--- src/rtl/ball_motion_if.sv ---
// Bundles the VGA sync, launch, slider and ball-position signals between the
// frame timing/control side and the ball_motion engine.
interface ball_motion_if;
    logic       iVGA_VS;
    logic       iStart;
    logic [9:0] iSlider_x;
    logic [9:0] iSlider_y;
    logic [9:0] oBall_x;
    logic [9:0] oBall_y;
    logic       oBall_lost;
    logic [1:0] oState;

    modport master (
        output iVGA_VS, iStart, iSlider_x, iSlider_y,
        input  oBall_x, oBall_y, oBall_lost, oState
    );

    modport slave (
        input  iVGA_VS, iStart, iSlider_x, iSlider_y,
        output oBall_x, oBall_y, oBall_lost, oState
    );
endinterface

--- src/rtl/ball_motion.sv ---
// Per-frame ball motion engine: moves the ball once per VS falling edge, bounces off walls/slider.
// Optional macro BALL_SPEEDUP_EN: step grows by 1 every 8th slider hit, saturating at SPEED+2.
module ball_motion #(
    parameter int unsigned SCREEN_W    = 640,
    parameter int unsigned SCREEN_H    = 480,
    parameter int unsigned BALL_SIZE   = 8,
    parameter int unsigned SLIDER_W    = 64,
    parameter int unsigned SPEED       = 2,
    parameter int unsigned LOST_FRAMES = 60,
    parameter int unsigned START_X     = 316,
    parameter int unsigned START_Y     = 400
) (
    input  logic         iVGA_CLK,
    input  logic         iRST_n,
    ball_motion_if.slave bus
);

    localparam logic [1:0] ST_IDLE = 2'b00;
    localparam logic [1:0] ST_RUN  = 2'b01;
    localparam logic [1:0] ST_LOST = 2'b10;

    localparam int unsigned CNT_W = $clog2(LOST_FRAMES);

    localparam logic signed [11:0] C_BALL  = 12'(BALL_SIZE);
    localparam logic signed [11:0] C_SLW   = 12'(SLIDER_W);
    localparam logic signed [11:0] C_XMAX  = 12'(SCREEN_W - BALL_SIZE);
    localparam logic signed [11:0] C_YLIM  = 12'(SCREEN_H);
    localparam logic [9:0]         C_PARK  = 10'(SLIDER_W / 2 - BALL_SIZE / 2);
    localparam logic [9:0]         C_BALL10 = 10'(BALL_SIZE);
    localparam logic [2:0]         C_STEP0 = 3'(SPEED);
    localparam logic [CNT_W-1:0]   C_CNT_END = CNT_W'(LOST_FRAMES - 1);

    logic             r_vs_d;
    logic [1:0]       r_state;
    logic [9:0]       r_x;
    logic [9:0]       r_y;
    logic             r_dx_pos;
    logic             r_dy_pos;
    logic             r_pend;
    logic [CNT_W-1:0] r_cnt;
    logic             r_lost;

    logic             w_tick;
    logic [2:0]       w_step;
    logic signed [11:0] w_step12;
    logic signed [11:0] w_x12;
    logic signed [11:0] w_y12;
    logic signed [11:0] w_sx12;
    logic signed [11:0] w_sy12;
    logic signed [11:0] w_nx;
    logic signed [11:0] w_ny;
    logic             w_hit;

    logic [1:0]       w_state_nxt;
    logic [9:0]       w_x_nxt;
    logic [9:0]       w_y_nxt;
    logic             w_dx_nxt;
    logic             w_dy_nxt;
    logic             w_pend_nxt;
    logic [CNT_W-1:0] w_cnt_nxt;
    logic             w_lost_nxt;

    assign w_tick   = r_vs_d & ~bus.iVGA_VS;
    assign w_step12 = $signed({9'd0, w_step});
    assign w_x12    = $signed({2'b00, r_x});
    assign w_y12    = $signed({2'b00, r_y});
    assign w_sx12   = $signed({2'b00, bus.iSlider_x});
    assign w_sy12   = $signed({2'b00, bus.iSlider_y});
    assign w_nx     = r_dx_pos ? w_x12 + w_step12 : w_x12 - w_step12;
    assign w_ny     = r_dy_pos ? w_y12 + w_step12 : w_y12 - w_step12;

    // Slider contact uses the old y so the ball must cross the slider top this frame.
    assign w_hit = r_dy_pos && (w_ny + C_BALL >= w_sy12) && (w_y12 + C_BALL <= w_sy12) &&
                   (w_nx + C_BALL > w_sx12) && (w_nx < w_sx12 + C_SLW);

    always_comb begin
        w_state_nxt = r_state;
        w_x_nxt     = r_x;
        w_y_nxt     = r_y;
        w_dx_nxt    = r_dx_pos;
        w_dy_nxt    = r_dy_pos;
        w_pend_nxt  = r_pend;
        w_cnt_nxt   = r_cnt;
        w_lost_nxt  = 1'b0;
        case (r_state)
            ST_IDLE: begin
                w_pend_nxt = r_pend | bus.iStart;
                if (w_tick) begin
                    w_x_nxt = bus.iSlider_x + C_PARK;
                    w_y_nxt = bus.iSlider_y - C_BALL10;
                    if (r_pend | bus.iStart) begin
                        w_state_nxt = ST_RUN;
                        w_dx_nxt    = 1'b1;
                        w_dy_nxt    = 1'b0;
                        w_pend_nxt  = 1'b0;
                    end
                end
            end
            ST_RUN: begin
                if (w_tick) begin
                    if (w_nx <= 12'sd0) begin
                        w_x_nxt  = '0;
                        w_dx_nxt = 1'b1;
                    end else if (w_nx >= C_XMAX) begin
                        w_x_nxt  = C_XMAX[9:0];
                        w_dx_nxt = 1'b0;
                    end else begin
                        w_x_nxt = w_nx[9:0];
                    end
                    if (w_hit) begin
                        w_y_nxt  = bus.iSlider_y - C_BALL10;
                        w_dy_nxt = 1'b0;
                    end else if (w_ny <= 12'sd0) begin
                        w_y_nxt  = '0;
                        w_dy_nxt = 1'b1;
                    end else if (w_ny + C_BALL >= C_YLIM) begin
                        w_y_nxt     = w_ny[9:0];
                        w_state_nxt = ST_LOST;
                        w_cnt_nxt   = '0;
                        w_lost_nxt  = 1'b1;
                    end else begin
                        w_y_nxt = w_ny[9:0];
                    end
                end
            end
            ST_LOST: begin
                w_pend_nxt = 1'b0;
                if (w_tick) begin
                    if (r_cnt == C_CNT_END) begin
                        w_state_nxt = ST_IDLE;
                    end else begin
                        w_cnt_nxt = r_cnt + 1'b1;
                    end
                end
            end
            default: begin
                w_state_nxt = ST_IDLE;
                w_pend_nxt  = 1'b0;
            end
        endcase
    end

    always_ff @(posedge iVGA_CLK or negedge iRST_n) begin
        if (!iRST_n) begin
            r_vs_d   <= 1'b0;
            r_state  <= ST_IDLE;
            r_x      <= 10'(START_X);
            r_y      <= 10'(START_Y);
            r_dx_pos <= 1'b1;
            r_dy_pos <= 1'b0;
            r_pend   <= 1'b0;
            r_cnt    <= '0;
            r_lost   <= 1'b0;
        end else begin
            r_vs_d   <= bus.iVGA_VS;
            r_state  <= w_state_nxt;
            r_x      <= w_x_nxt;
            r_y      <= w_y_nxt;
            r_dx_pos <= w_dx_nxt;
            r_dy_pos <= w_dy_nxt;
            r_pend   <= w_pend_nxt;
            r_cnt    <= w_cnt_nxt;
            r_lost   <= w_lost_nxt;
        end
    end

`ifdef BALL_SPEEDUP_EN
    localparam logic [2:0] C_STEP_MAX = 3'(SPEED + 2);

    logic [2:0] r_step;
    logic [2:0] r_hits;
    logic       w_to_idle;
    logic       w_hit_evt;

    assign w_to_idle = (w_state_nxt == ST_IDLE) && (r_state != ST_IDLE);
    assign w_hit_evt = (r_state == ST_RUN) && w_tick && w_hit;

    always_ff @(posedge iVGA_CLK or negedge iRST_n) begin
        if (!iRST_n) begin
            r_step <= C_STEP0;
            r_hits <= '0;
        end else if (w_to_idle) begin
            r_step <= C_STEP0;
            r_hits <= '0;
        end else if (w_hit_evt) begin
            r_hits <= r_hits + 3'd1;
            if (r_hits == 3'd7 && r_step < C_STEP_MAX) begin
                r_step <= r_step + 3'd1;
            end
        end
    end

    assign w_step = r_step;
`else
    assign w_step = C_STEP0;
`endif

    assign bus.oBall_x    = r_x;
    assign bus.oBall_y    = r_y;
    assign bus.oBall_lost = r_lost;
    assign bus.oState     = r_state;

endmodule
--- src/flat_wrapper.sv ---
// flat-port wrapper written by rule: the top's interface ports become plain ports
module ball_motion_flat 
#(
    parameter int unsigned SCREEN_W    = 640,
    parameter int unsigned SCREEN_H    = 480,
    parameter int unsigned BALL_SIZE   = 8,
    parameter int unsigned SLIDER_W    = 64,
    parameter int unsigned SPEED       = 2,
    parameter int unsigned LOST_FRAMES = 60,
    parameter int unsigned START_X     = 316,
    parameter int unsigned START_Y     = 400
)
  (iVGA_CLK, iRST_n, bus_iVGA_VS, bus_iStart, bus_iSlider_x, bus_iSlider_y, bus_oBall_x, bus_oBall_y, bus_oBall_lost, bus_oState);
  ball_motion_if bus_i ();
  input  logic iVGA_CLK;
  input  logic iRST_n;
  input wire logic [$bits(bus_i.iVGA_VS)-1:0] bus_iVGA_VS;
  input wire logic [$bits(bus_i.iStart)-1:0] bus_iStart;
  input wire logic [$bits(bus_i.iSlider_x)-1:0] bus_iSlider_x;
  input wire logic [$bits(bus_i.iSlider_y)-1:0] bus_iSlider_y;
  output wire logic [$bits(bus_i.oBall_x)-1:0] bus_oBall_x;
  output wire logic [$bits(bus_i.oBall_y)-1:0] bus_oBall_y;
  output wire logic [$bits(bus_i.oBall_lost)-1:0] bus_oBall_lost;
  output wire logic [$bits(bus_i.oState)-1:0] bus_oState;
  assign bus_i.iVGA_VS = bus_iVGA_VS;
  assign bus_i.iStart = bus_iStart;
  assign bus_i.iSlider_x = bus_iSlider_x;
  assign bus_i.iSlider_y = bus_iSlider_y;
  assign bus_oBall_x = bus_i.oBall_x;
  assign bus_oBall_y = bus_i.oBall_y;
  assign bus_oBall_lost = bus_i.oBall_lost;
  assign bus_oState = bus_i.oState;
  ball_motion #(.SCREEN_W(SCREEN_W), .SCREEN_H(SCREEN_H), .BALL_SIZE(BALL_SIZE), .SLIDER_W(SLIDER_W), .SPEED(SPEED), .LOST_FRAMES(LOST_FRAMES), .START_X(START_X), .START_Y(START_Y)) u_core (.iVGA_CLK(iVGA_CLK), .iRST_n(iRST_n), .bus(bus_i));
endmodule
--- config.mk ---
export PLATFORM = sky130hd
export DESIGN_NAME = ball_motion_flat
export DESIGN_NICKNAME = d
export VERILOG_FILES = /design/src/rtl/ball_motion_if.sv /design/src/rtl/ball_motion.sv /design/src/flat_wrapper.sv
export SDC_FILE = /design/constraint.sdc
export NUM_CORES = 1
export LEC_CHECK = 0
export ABC_AREA = 1
export CORE_MARGIN = 10
export CORE_UTILIZATION = 30
export CTS_BUF_LIST = sky130_fd_sc_hd__clkbuf_8
export DETAILED_ROUTE_END_ITERATION = 12
export SYNTH_ARGS = -nofsm -noshare
export SYNTH_HDL_FRONTEND = slang
export SYNTH_SLANG_ARGS = --single-unit
--- constraint.sdc ---
create_clock -name iVGA_CLK -period 3.35 [get_ports iVGA_CLK]
set_clock_uncertainty 0.2 [all_clocks]
set_input_delay 0.335 -clock iVGA_CLK [delete_from_list [all_inputs] [get_ports iVGA_CLK]]
set_output_delay 0.335 -clock iVGA_CLK [all_outputs]
set_load 0.1 [all_outputs]
=== Word level (Yosys, flattened, before mapping) ===
Cells that the tools add are included.

* Register bits: 33
* Latch bits: 0
* Bits in writable memories: 0
* ROM bits: 0
* Output and inout port bits: 23
* Word-level logic and storage cells: 104
* Memories kept: 0

* Add/sub/neg operators: 11
* $mul: 0
* Div/mod/pow operators: 0
* Magnitude comparators: 8
* Equal/unequal tests: 14
* Shifts and indexed selects: 0
* Muxes and demuxes: 47
* Bitwise operators: 3
* Reductions and logical operators: 12

{| class="wikitable"
|+ Operator list
! operator !! number
|-
| 2-to-1 mux 10 bit || 8
|-
| one-hot mux 10 bit (2 select lines) || 2
|-
| 2-to-1 mux 6 bit || 6
|-
| adder 12 x 5 -> 12 bit (second input constant) || 2
|-
| <= comparator 12 x 1 -> 1 bit (second input constant) || 2
|-
| 2-to-1 mux 12 bit || 2
|-
| adder 10 x 2 -> 11 bit (second input constant) || 2
|-
| subtractor 10 x 2 -> 11 bit (second input constant) || 2
|-
| 2-to-1 mux 1 bit || 16
|-
| 2-to-1 mux 2 bit || 8
|-
| >= comparator 12 x 10 -> 1 bit (second input constant) || 1
|-
| >= comparator 12 x 11 -> 1 bit || 1
|-
| >= comparator 12 x 11 -> 1 bit (second input constant) || 1
|-
| greater-than comparator 12 x 11 -> 1 bit || 1
|-
| <= comparator 12 x 11 -> 1 bit || 1
|-
| < comparator 12 bit || 1
|-
| != test 2 x 1 -> 1 bit (second input constant) || 6
|-
| one-hot mux 6 bit (2 select lines) || 1
|-
| adder 10 x 4 -> 11 bit (second input constant) || 1
|-
| adder 10 x 7 -> 11 bit (second input constant) || 1
|-
| adder 10 x 5 -> 10 bit (second input constant) || 1
|-
| AND reduction 5 bit || 2
|-
| subtractor 10 x 4 -> 10 bit (second input constant) || 1
|-
| AND reduction 8 bit || 1
|-
| other kinds (16) || 25
|}

=== Logic depth before layout (Yosys ltp) ===
Gate-level depths: netlist of run 1.

* Word-level depth: 11
* Depth in mapped cells: 30

=== Worst setup path before layout of run 1 ===
OpenSTA, ideal clock, no wires.

* Path kind: register to register
* Start: reg u_core.r_x[1], in the netlist u_core.bus.oBall_x[1]
* End: reg u_core.r_state[0], in the netlist u_core.bus.oState[0]
* Arrival: 3951 ps
* Data required time: 3028 ps
* Slack: -923 ps
* Cell stages (with the launch flop): 29
* Path buffers: 0
* Clock period less this slack: 4273 ps
* Cells stage by stage: dfrtp_1 -> inv_2 -> ha_1 -> nand2_1 -> nand2_1 -> xor2_1 -> inv_1 -> ha_1 -> nand2_1 -> nor2_1 -> xor2_1 -> inv_1 -> ha_1 -> nand2_1 -> nor2_1 -> a211oi_1 -> nor2_1 -> a211oi_1 -> nand2_1 -> o21ai_0 -> nand2_1 -> nand2_2 -> nor2_4 -> nand2_4 -> nand2_4 -> nand2_4 -> nand2_1 -> nand2_1 -> nand2_1

* Word-level cells in the longest chain between the ends: 8
* Elaborated cells between the ends (all ways): 10
* Classes of those cells: add/sub (3); order compare (2); eq/ne (1); mux (1); reduce/logical (3)

{| class="wikitable"
|+ RTL lines
! item !! RTL line !! RTL
|-
| start, declared || ball_motion.sv:35 || <nowiki>logic [9:0] r_x;</nowiki>
|-
| start signal, assigned || ball_motion.sv:147 || <nowiki>r_x <= 10'(START_X);</nowiki>
|-
| start signal, assigned || ball_motion.sv:157 || <nowiki>r_x <= w_x_nxt;</nowiki>
|-
| subtractor 10 x 2 -> 11 bit / adder 10 x 2 -> 11 bit (equally long branches) || ball_motion.sv:69 || <nowiki>assign w_nx = r_dx_pos ? w_x12 + w_step12 : w_x12 - w_step12;</nowiki>
|-
| 2-to-1 mux 12 bit (*) || ball_motion.sv:69 ||
|-
| adder 12 x 5 -> 12 bit || ball_motion.sv:74 || <nowiki>(w_nx + C_BALL > w_sx12) && (w_nx < w_sx12 + C_SLW);</nowiki>
|-
| greater-than comparator 12 x 11 -> 1 bit || ball_motion.sv:74 ||
|-
| logical AND 1 bit || ball_motion.sv:73 || <nowiki>assign w_hit = r_dy_pos && (w_ny + C_BALL >= w_sy12) && (w_y12 + C_BALL <= w_sy12) &&</nowiki>
|-
| logical AND 1 bit (*) || ball_motion.sv:74 ||
|-
| != test 2 bit (no source line) (*) || n/a ||
|-
| AND reduction 8 bit (no source line) (*) || n/a ||
|-
| end signal, assigned || ball_motion.sv:156 || <nowiki>r_state <= w_state_nxt;</nowiki>
|-
| end, declared || ball_motion.sv:34 || <nowiki>logic [1:0] r_state;</nowiki>
|}

Mark *: on every way between the ends. The rest lies on a longest branch, timed or not.
A chain may end at the register's enable or synchronous reset.

=== Worst setup path in the final report of run 1 ===
* Start: reg u_core.r_x[2], in the netlist u_core.bus.oBall_x[2]
* End: reg u_core.r_cnt[2]

* Word-level cells in the longest chain between the ends: 8
* Elaborated cells between the ends (all ways): 10
* Classes of those cells: add/sub (3); order compare (2); eq/ne (1); mux (1); reduce/logical (3)

{| class="wikitable"
|+ RTL lines
! item !! RTL line !! RTL
|-
| subtractor 10 x 2 -> 11 bit / adder 10 x 2 -> 11 bit (equally long branches) || ball_motion.sv:69 ||
|-
| 2-to-1 mux 12 bit (*) || ball_motion.sv:69 ||
|-
| adder 12 x 5 -> 12 bit || ball_motion.sv:74 ||
|-
| greater-than comparator 12 x 11 -> 1 bit || ball_motion.sv:74 ||
|-
| logical AND 1 bit || ball_motion.sv:73 ||
|-
| logical AND 1 bit (*) || ball_motion.sv:74 ||
|-
| != test 2 bit (no source line) (*) || n/a ||
|-
| AND reduction 7 bit (no source line) (*) || n/a ||
|-
| end signal, assigned || ball_motion.sv:162 || <nowiki>r_cnt <= w_cnt_nxt;</nowiki>
|-
| end, declared || ball_motion.sv:40 || <nowiki>logic [CNT_W-1:0] r_cnt;</nowiki>
|}

Marks and branches as above.

==> results of run 1 <==
==> layer usage <==
metal | global-route usage (%) | share of wire [%] | up-vias
li1 | - | - | 2420
met1 | 18.4 | 48 | 2064
met2 | 22.1 | 46 | 98
met3 | 2.25 | 5.3 | 8
met4 | 2.17 | 0.65 | 0
met5 | 0 | 0 | -
==> critical path, delay by kind of cell, from the launching register on <==
kind                       cells  cell delay [ns]
and+or+nand+nor               14             1.06
DFF                            1             0.67
adders and majority gates      2             0.45
xor gates and xnor gates       2             0.43
AOI/OAI and AO/OA              3             0.42
buffers and inverters          3             0.36
muxes                          1             0.18
==> flip-flops by register name (all words and copies together) (netlist names) <==
signal / cells
u_core.bus.oBall_lost: 1
u_core.bus.oBall_x: 10
u_core.bus.oBall_y: 10
u_core.bus.oState: 2
u_core.r_cnt: 6
u_core.r_dx_pos: 1
u_core.r_dy_pos: 1
u_core.r_pend: 1
u_core.r_vs_d: 1
==> cell families after synthesis <==
kind of cell | count (synthesis) | synth area share, %
mux | 2 | 0.758
xor+xnor | 31 | 7.12
simple gates | 361 | 38.4
compound gates | 62 | 8.87
flops | 33 | 19.5
buf+inv | 111 | 10.2
fa+ha+maj | 52 | 15.2
==> through the flow <==
step	area (µm²)	hold slack (ns)	setup TNS, ns
after floorplan	4380	-0.161	-8.29
after CTS	6070	0.293	-7.33
after global routing	6200	0.317	-13.77
after global placement	5740	0.265	-9.14
final	6200	0.294	-9.38
after detailed placement	5740	0.270	-9.68
==> repair_timing <==
item | in CTS | in global routing
endpoints found under the hold margin | 24 | 0
resized for setup | 34 | 24
hold buffers | 1 | 0
endpoints found under the setup margin | 20 | 20
buffers inserted | 8 | 5
cloned | 1 | 0
pin swaps | 10 | 21
==> worst max path at each step <==
stage / end / slack, ns
after detailed placement: u_core.r_cnt[2] / -0.55
after floorplan: u_core.bus.oState[0] / -0.47
after CTS: u_core.bus.oState[0] / -0.41
final: u_core.r_cnt[2] / -0.52
after global routing: u_core.bus.oState[1] / -0.73
after global placement: u_core.r_cnt[2] / -0.49
==> synthesized netlist by cell type (3+ instances only) <==
cell	n	area, µm²
nor2_1	66	248
buf_2	6	30.0
o2111ai_1	3	26.3
o21ai_1	7	35.0
xor2_1	23	201
a211oi_1	5	37.5
nor2_4	3	33.8
nand3_1	61	305
clkbuf_1	4	15.0
nand4_1	13	81.3
o21ai_0	11	55.1
nand2_4	5	56.3
nand2_2	10	62.6
nand2_1	173	649
xnor2_1	5	43.8
nand3_2	5	50.1
nor3_2	3	30.0
dfrtp_1	24	601
inv_2	8	30.0
nor2_2	5	31.3
a31oi_1	4	25.0
ha_1	52	651
nor3_1	9	45.0
inv_1	89	334
a21oi_1	21	105
dfstp_2	9	236
==> cells in the final DEF (no fill, tap or decap), types with 3 or more instances in the layout <==
cell and count:
nand3_2 10, nand2_1 156, xnor2_1 5, xor2_2 4
clkbuf_8 5, nor3_1 9, nand4_1 13, nor2_4 7
nand2_4 7, ha_1 45, nor2_1 62, dfstp_2 5
a21oi_1 16, ha_4 7, o2111ai_1 3, o21ai_1 10
a211oi_1 3, a31oi_1 4, nand2_2 24, a21oi_2 6
buf_4 133, o21ai_0 7, dfrtp_1 20, buf_6 3
nand3_4 3, nor2_2 5, nand3_1 53, xor2_1 21
inv_4 3, dfstp_4 4, dfrtp_2 3, inv_2 8
clkdlybuf4s50_1 25, inv_1 88
==> area by class of cell <==
type / count / area share [%]
multi-input combinational: 509 / 54.1
timing repair buffer: 163 / 20.9
sequential: 33 / 13.9
inverter: 99 / 6.12
tap: 180 / 3.63
clock buffer: 5 / 1.11
clock inverter: 3 / 0.222
==> results.md, run 1 <==
- Outcome: complete, but fails checks
- Violated checks: setup timing
- Hold endpoint: u_core.bus.oBall_y[4]
- TritonCTS Buffers: 5
- Setup violations, final: 20
- Worst Hold Class: flip-flop to flip-flop
- GPL Wtd Cong: between 0.9 and 1
- Clock tree buffer depth: 2
- Core footprint: between 10,000 and 15,000 µm²
- First-pass GRT wire length: 22,300 µm
- Total iterations of the first detailed-routing run: 5
- Biggest cell delay along the critical path: 0.67 ns
- Ys flop type: dfrtp_1
- # fillers: ~1,400
- DRC viols: 0
- Worst r2r src: u_core.bus.oBall_x[2]
- Placed cell count: 971
- Top-Level Pins: 47
- Final std cells w/o fill: just under 1,000
- Skew-Pair Late Insertion Delay: 0.29 ns
- Fin worst setup slack: -0.517 ns
- Worst-Margin Slew: a little under 1 ns
- Post-synth EDFFs: 0
- Number of cells on the worst hold path: 2
- Synthesized area per cell: approximately 6.6 µm²
- Antenna viol nets, final: 0
- WP data required: roughly 3.3 ns
- Die H: around 140 µm
- DP HPWL: 10,900 µm
- CP Capture Type: flip-flop
- CTS tree: built
- Row count: 43
- Drt via density: ~4.6
- Worst path slowest cell: dfstp_4
- Syn Nets: between 700 and 800
- Buffers added on ports: 46
- Storage element area: roughly 860 µm²
- Antenna Cells: 0
- Max-cap violations: 0
- Ys Warns: 0
- Layout cells sized above 1: 31.7%
- Initial DRC Count: between 300 and 400
- WL/cell: ~14 µm
- RSZ-0062 raised after global routing: true
- Mapped Area: approximately 4300 µm²
- Clk sinks: 33
- Total Wirelength: ~13,000 µm
- Flops & latches, synth: 33
- GRT Total Usage: a little over an eighth
- Netlist cell types: slightly below 50
- Critical Setup Path Class: flip-flop to flip-flop
- R2R depth: 25
- Die W: around 140 µm
- CP Launch Type: flip-flop
- Seq/Total Area, Yosys: ~20%
- H-tree levels: 2
- Rel. slew slack: approximately 34%
- Fin. max-slew vios: 0
- Routed vias: between 4,000 and 5,000
- Initial antenna violation count: 0
- Final core occ: 44.5%
- Vias in the first global route: 4,401
- Area of the multi-input gates: 3350 µm²
- Syn Inst Count: 652
- Final #Nets: between 800 and 900
- Period utilisation layout: 115%
- Area growth from synthesis to layout: 44.5%
- Pin count of the biggest net entering global routing: 34
- Reg-to-Reg End: u_core.r_cnt[2]
- Starting density of the core: a little under a third
- Die area: between 15,000 and 20,000 µm²
- Clock period minus final worst setup slack: around 3.9 ns
- Hold Vio Cnt, Final: 0
- Data arrival time of the worst path: between 3 and 4 ns
- Max FO, Critical Path: 6
- Async SR Flop Fraction: 100%
- Total global routing overflow: 0
- Worst min-delay path startpoint: u_core.bus.oBall_y[4]
- Pre-CTS WS: -0.546 ns
- Reg2Reg Setup Slack: -0.52 ns
- Fmax: about 0.26 GHz
- Clock transition at path regs: ~0.060 ns
- Worst setup path startpoint: u_core.bus.oBall_x[2]
- Clk root buf: clkbuf_8
Power of run 1 is not shown: default switching activity piles up to over one toggle a cycle in this logic, so the estimate is an artifact.
==> run 2, diff against run 1 <==
--- a/config.mk
+++ b/config.mk
@@ -6,7 +6,7 @@
 export NUM_CORES = 1
 export LEC_CHECK = 0
 export ABC_AREA = 1
-export CORE_MARGIN = 10
+export CORE_MARGIN = 8
 export CORE_UTILIZATION = 30
 export CTS_BUF_LIST = sky130_fd_sc_hd__clkbuf_8
 export DETAILED_ROUTE_END_ITERATION = 12
==> results.md, run 2 (synthesized netlist as in run 1, its figures left out) <==
- Initial DRC Count: 233
- R2R depth: 29
- Critical Setup Path Class: flip-flop to flip-flop
- Buffers added on ports: between 40 and 50
- Routed vias: 4,654
- Violated checks: setup timing
- CTS tree: built
- Die H: approximately 140 µm
- Sequential power share: 11.5%
- Sw Share: ~55%
- Vias in the first global route: approximately 4,500
- Number of cells on the worst hold path: 2
- First-pass GRT wire length: between 20,000 and 25,000 µm
- Top-Level Pins: 47
- Clock tree buffer depth: 2
- Starting density of the core: a little under a third
- TritonCTS Buffers: 5
- Max FO, Critical Path: 6
- Storage element area: around 860 µm²
- DRC viols: 0
- Die area: 18,400 µm²
- Worst Hold Class: flip-flop to flip-flop
- Pre-CTS WS: -0.586 ns
- Outcome: complete, but fails checks
- Row count: 43
- PD cells: around 1100 nW/µm²
- RSZ-0062 raised after global routing: true
- Die W: approximately 140 µm
- Most frequent cells in the layout: nand2_1, buf_4, inv_1, nor2_1, nand3_1
- Initial antenna violation count: 0
- Clock transition at path regs: 0.07 ns
- Leakage power: about 3.2 nW
- GPL Wtd Cong: approximately 0.87
- Clk root buf: clkbuf_8
- Clk sinks: 33
- Area growth from synthesis to layout: 44.1%
- Total iterations of the first detailed-routing run: 6
- Biggest cell delay along the critical path: 0.67 ns
- CP bufs+invs: 5
- Total Wirelength: approximately 14,000 µm
- Skew-Pair Late Insertion Delay: 0.29 ns
- WP data required: 3.33 ns
- Final #Nets: 892
- H-tree levels: 2
- Data arrival time of the worst path: 3.94 ns
- Non-Filler Cell Area, Final: between 6000 and 7000 µm²
- CP Capture Type: flip-flop
- Area of the multi-input gates: approximately 3300 µm²
- Hold Vio Cnt, Final: 0
- DP HPWL: approximately 11,000 µm
- Setup violations, final: 20
- Max VDD drop: 0.585 mV
- Rel. slew slack: around a third
- Period utilisation layout: 118%
- Core footprint: around 14,000 µm²
- Layout cells sized above 1: between 30% and 40%
- Drt via density: between 4 and 5
- Cell Int Power: 3.14 mW
- Fmax: between 0.2 and 0.3 GHz
- Max-cap violations: 0
- Fin. max-slew vios: 0
- Fin worst setup slack: -0.606 ns
- Clk pwr share: approximately 5.3%
- Critical path depth: 29
- Post-DP Area: roughly 5700 µm²
- Total global routing overflow: 0
- GRT Total Usage: between 10 and 15%
- Worst path slowest cell: dfstp_4
- Commonest non-fill, non-tap cell in the layout: nand2_1
- WL/cell: between 10 and 15 µm
- Antenna viol nets, final: 0
- Clock period minus final worst setup slack: ~4 ns
- NetSw: approximately 3.9 mW
- CP Launch Type: flip-flop
- Most used cell, CP: nand2_1
- # fillers: about 1,400
- Pin count of the biggest net entering global routing: 34
- Delay-heaviest family, CP: simple AND/OR/NAND/NOR gates
- Antenna Cells: 0
- Combinational share of power: approximately 83%
- Setup TNS: -10.93 ns
- Worst-Margin Slew: 0.969 ns
run 2: layout make-up:
| class | instances | area share, % |
|---|---|---|
| multi-input cells | 510 | 52.9 |
| repair buffers | 167 | 21.7 |
| flip-flops and latches | 33 | 13.9 |
| inverters | 99 | 6.07 |
| well taps | 180 | 3.64 |
| clock buffers | 5 | 1.11 |
| clock inverters | 3 | 0.607 |
run 2: through the flow:
stage               utilization (%)  hold slack, ns  power (mW)  instances
finish                         44.4           0.289        7.02        997
global placement               41.2           0.264        6.16        971
detailed placement             41.2           0.273        6.17        971
CTS                            43.1           0.290        6.81        990
global route                   44.4           0.315        7.64        997
floorplan                         -          -0.161        4.21        652
run 2: layer usage:
metal / wire, µm / GRT usage, % / vias up
li1: - / - / 2436
met1: 6380 / 19.6 / 2106
met2: 6490 / 25.0 / 102
met3: 614 / 1.97 / 10
met4: 104 / 2.16 / 0
met5: 0 / 0 / -
run 2: final timing paths:
check / from / to / slack (ns)
worst max register to register: u_core.bus.oBall_x[2] / u_core.bus.oBall_y[9] / -0.61
min in group asynchronous: iRST_n / u_core.r_dy_pos / 0.49
worst max-delay path: u_core.bus.oBall_x[2] / u_core.bus.oBall_y[9] / -0.61
worst min-delay path: u_core.r_pend / u_core.r_pend / 0.29
max in group asynchronous: iRST_n / u_core.bus.oBall_x[1] / 1.86
worst min register to register: u_core.r_pend / u_core.r_pend / 0.29
run 2: power by group through the flow:
stage / Combinational [mW] / Clock [mW] / Sequential [mW]
after floorplan: 2.48 / 0 / 1.73
after global placement: 5.35 / 0 / 0.815
after detailed placement: 5.36 / 0 / 0.815
after CTS: 5.61 / 0.382 / 0.816
after global routing: 6.40 / 0.399 / 0.833
final: 5.85 / 0.371 / 0.807
run 2: worst reg2reg max path, delay by kind of cell (launching register included):
family                     cells  cell delay, ns
AOI/OAI and AO/OA              2            0.14
xor gates and xnor gates       1            0.15
adders and majority gates      3            0.63
buffers and inverters          5            0.47
DFF                            1            0.67
and+or+nand+nor               18            1.60
run 2: repair_timing:
item / CTS / global route
gates resized for setup: 15 / 24
gates cloned: 1 / 1
hold buffers: 1 / 0
endpoints found under the setup margin: 20 / 20
endpoints found under the hold margin: 24 / 0
buffers inserted: 9 / 7
pin swaps: 17 / 21
(Power assumes the default switching activity.)
==> run 3, diff against run 2 <==
--- a/config.mk
+++ b/config.mk
@@ -7,9 +7,10 @@
 export LEC_CHECK = 0
 export ABC_AREA = 1
 export CORE_MARGIN = 8
-export CORE_UTILIZATION = 30
+export CORE_UTILIZATION = 45
 export CTS_BUF_LIST = sky130_fd_sc_hd__clkbuf_8
 export DETAILED_ROUTE_END_ITERATION = 12
+export PLACE_DENSITY = 0.69
 export SYNTH_ARGS = -nofsm -noshare
 export SYNTH_HDL_FRONTEND = slang
 export SYNTH_SLANG_ARGS = --single-unit
==> results.md, run 3 (synthesized netlist as in run 1, its figures left out) <==
- Outcome: complete, but fails checks
- Violated checks: setup timing
- Rel. slew slack: between 30% and 40%
- # fillers: ~770
- Total global routing overflow: 0
- Worst r2r src: u_core.bus.oBall_x[2]
- Data arrival time of the worst path: around 4 ns
- Initial DRC Count: roughly 400
- Top-Level Pins: 47
- Clock tree buffer depth: 2
- TritonCTS Buffers: 5
- Biggest cell delay along the critical path: about 0.67 ns
- Buffers added on ports: 46
- Row count: 35
- DP HPWL: around 11,000 µm
- Fmax: approximately 0.26 GHz
- Initial antenna violation count: 0
- Clk sinks: 33
- Total iterations of the first detailed-routing run: 5
- Clock transition at path regs: 0.07 ns
- R2R depth: 28
- Skew-Pair Late Insertion Delay: 0.29 ns
- Drt via density: 5.22
- Vias in the first global route: 4,737
- Starting density of the core: 46.4%
- Critical Setup Path Class: flip-flop to flip-flop
- WL/cell: ~15 µm
- Most frequent cells in the layout: nand2_1, buf_4, inv_1, nor2_1, nand3_1
- CTS tree: built
- Fin. max-slew vios: 0
- Clk root buf: clkbuf_8
- Most used cell, CP: nand2_1
- Storage element area: 860 µm²
- Antenna Cells: 0
- Die W: ~110 µm
- Die H: between 100 and 150 µm
- Commonest non-fill, non-tap cell in the layout: nand2_1
- Worst path slowest cell: dfstp_4
- WP data required: 3.33 ns
- Area of the multi-input gates: 3330 µm²
- Pre-CTS WS: -0.646 ns
- Routed vias: about 4,800
- Final #Nets: a little under 900
- Setup violations, final: 20
- Worst Hold Class: input port to async pin
- GRT Total Usage: a little over 20%
- Hold Slack: approximately 0.23 ns
- Reg2Reg Setup Slack: -0.57 ns
- CP Launch Type: flip-flop
- Max FO, Critical Path: 8
- Worst-Margin Slew: 0.982 ns
- Pin count of the biggest net entering global routing: 34
- Fin worst setup slack: -0.571 ns
- CP Capture Type: flip-flop
- Layout cells sized above 1: around 30%
- DRC viols: 0
- Hold Vio Cnt, Final: 0
- Total Wirelength: about 13,000 µm
- Max-cap violations: 0
- RSZ-0062 raised after global routing: true
- Clock period minus final worst setup slack: 3.92 ns
- GPL Wtd Cong: around 0.94
- Die area: 12,900 µm²
- First-pass GRT wire length: 21,800 µm
- Antenna viol nets, final: 0
- H-tree levels: 2
- Post-CTS Hold Fix Bufs: 0
- Reg-to-Reg End: u_core.bus.oBall_y[5]
- Period utilisation layout: 117%
- Area growth from synthesis to layout: 40.8%
- Core footprint: just over 9000 µm²
run 3: metrics by stage:
stage          instance area (µm²)  TNS (ns)  instances  utilization, %
6_report                      6040     -9.83        928            65.3
3_3_place_gp                  5580     -7.93        905            60.4
5_1_grt                       6040    -13.70        928            65.3
3_5_place_dp                  5580    -11.65        905            60.4
4_1_cts                       5910     -9.16        922            63.9
2_1_floorplan                 4380     -8.29        652               -
run 3: layout make-up:
| cell class | count | area share [%] |
|---|---|---|
| Multi-Input combinational cell | 509 | 55.2 |
| Timing Repair Buffer | 150 | 20.3 |
| Sequential cell | 33 | 14.2 |
| Inverter | 99 | 6.22 |
| Tap cell | 129 | 2.67 |
| Clock buffer | 5 | 1.14 |
| Clock inverter | 3 | 0.228 |
run 3: repair_timing:
item                                    in CTS  in global routing
endpoints found under the setup margin      20                 20
resized for setup                           33                 20
setup buffers                                8                  6
pin swaps                                   31                 22
cloned                                       1                  0
run 3: worst max-delay path by stage:
stage / startpoint / endpoint / slack (ns) / depth (start not counted)
3_3_place_gp: u_core.bus.oBall_x[2] / u_core.r_cnt[0] / -0.45 / 28
6_report: u_core.bus.oBall_x[2] / u_core.bus.oBall_y[5] / -0.57 / 28
4_1_cts: u_core.bus.oBall_x[2] / u_core.bus.oBall_y[5] / -0.51 / 28
5_1_grt: u_core.bus.oBall_x[2] / u_core.bus.oBall_y[5] / -0.73 / 30
3_5_place_dp: u_core.bus.oBall_x[2] / u_core.r_cnt[2] / -0.65 / 28
2_1_floorplan: u_core.bus.oBall_x[2] / u_core.bus.oState[0] / -0.47 / 28
run 3: per-layer routing:
layer  vias up  routed length, µm  global-route usage, %  part of all wire, %
met4         0                161                   4.80                  1.2
met1      2266               5910                   27.2                   44
li1       2403                  -                      -                    -
met2       158               6400                   34.2                   48
met3        16                988                   3.54                  7.3
met5         -                  0                      0                    0
run 3: critical path, delay by kind of cell (launching register included):
family | cells | cell delay, ns
AOI/OAI and AO/OA | 2 | 0.13
xor gates and xnor gates | 2 | 0.31
adders and majority gates | 3 | 0.60
buffers and inverters | 5 | 0.50
DFF | 1 | 0.67
and+or+nand+nor | 16 | 1.38
Power of run 3 is left out for the same reason.
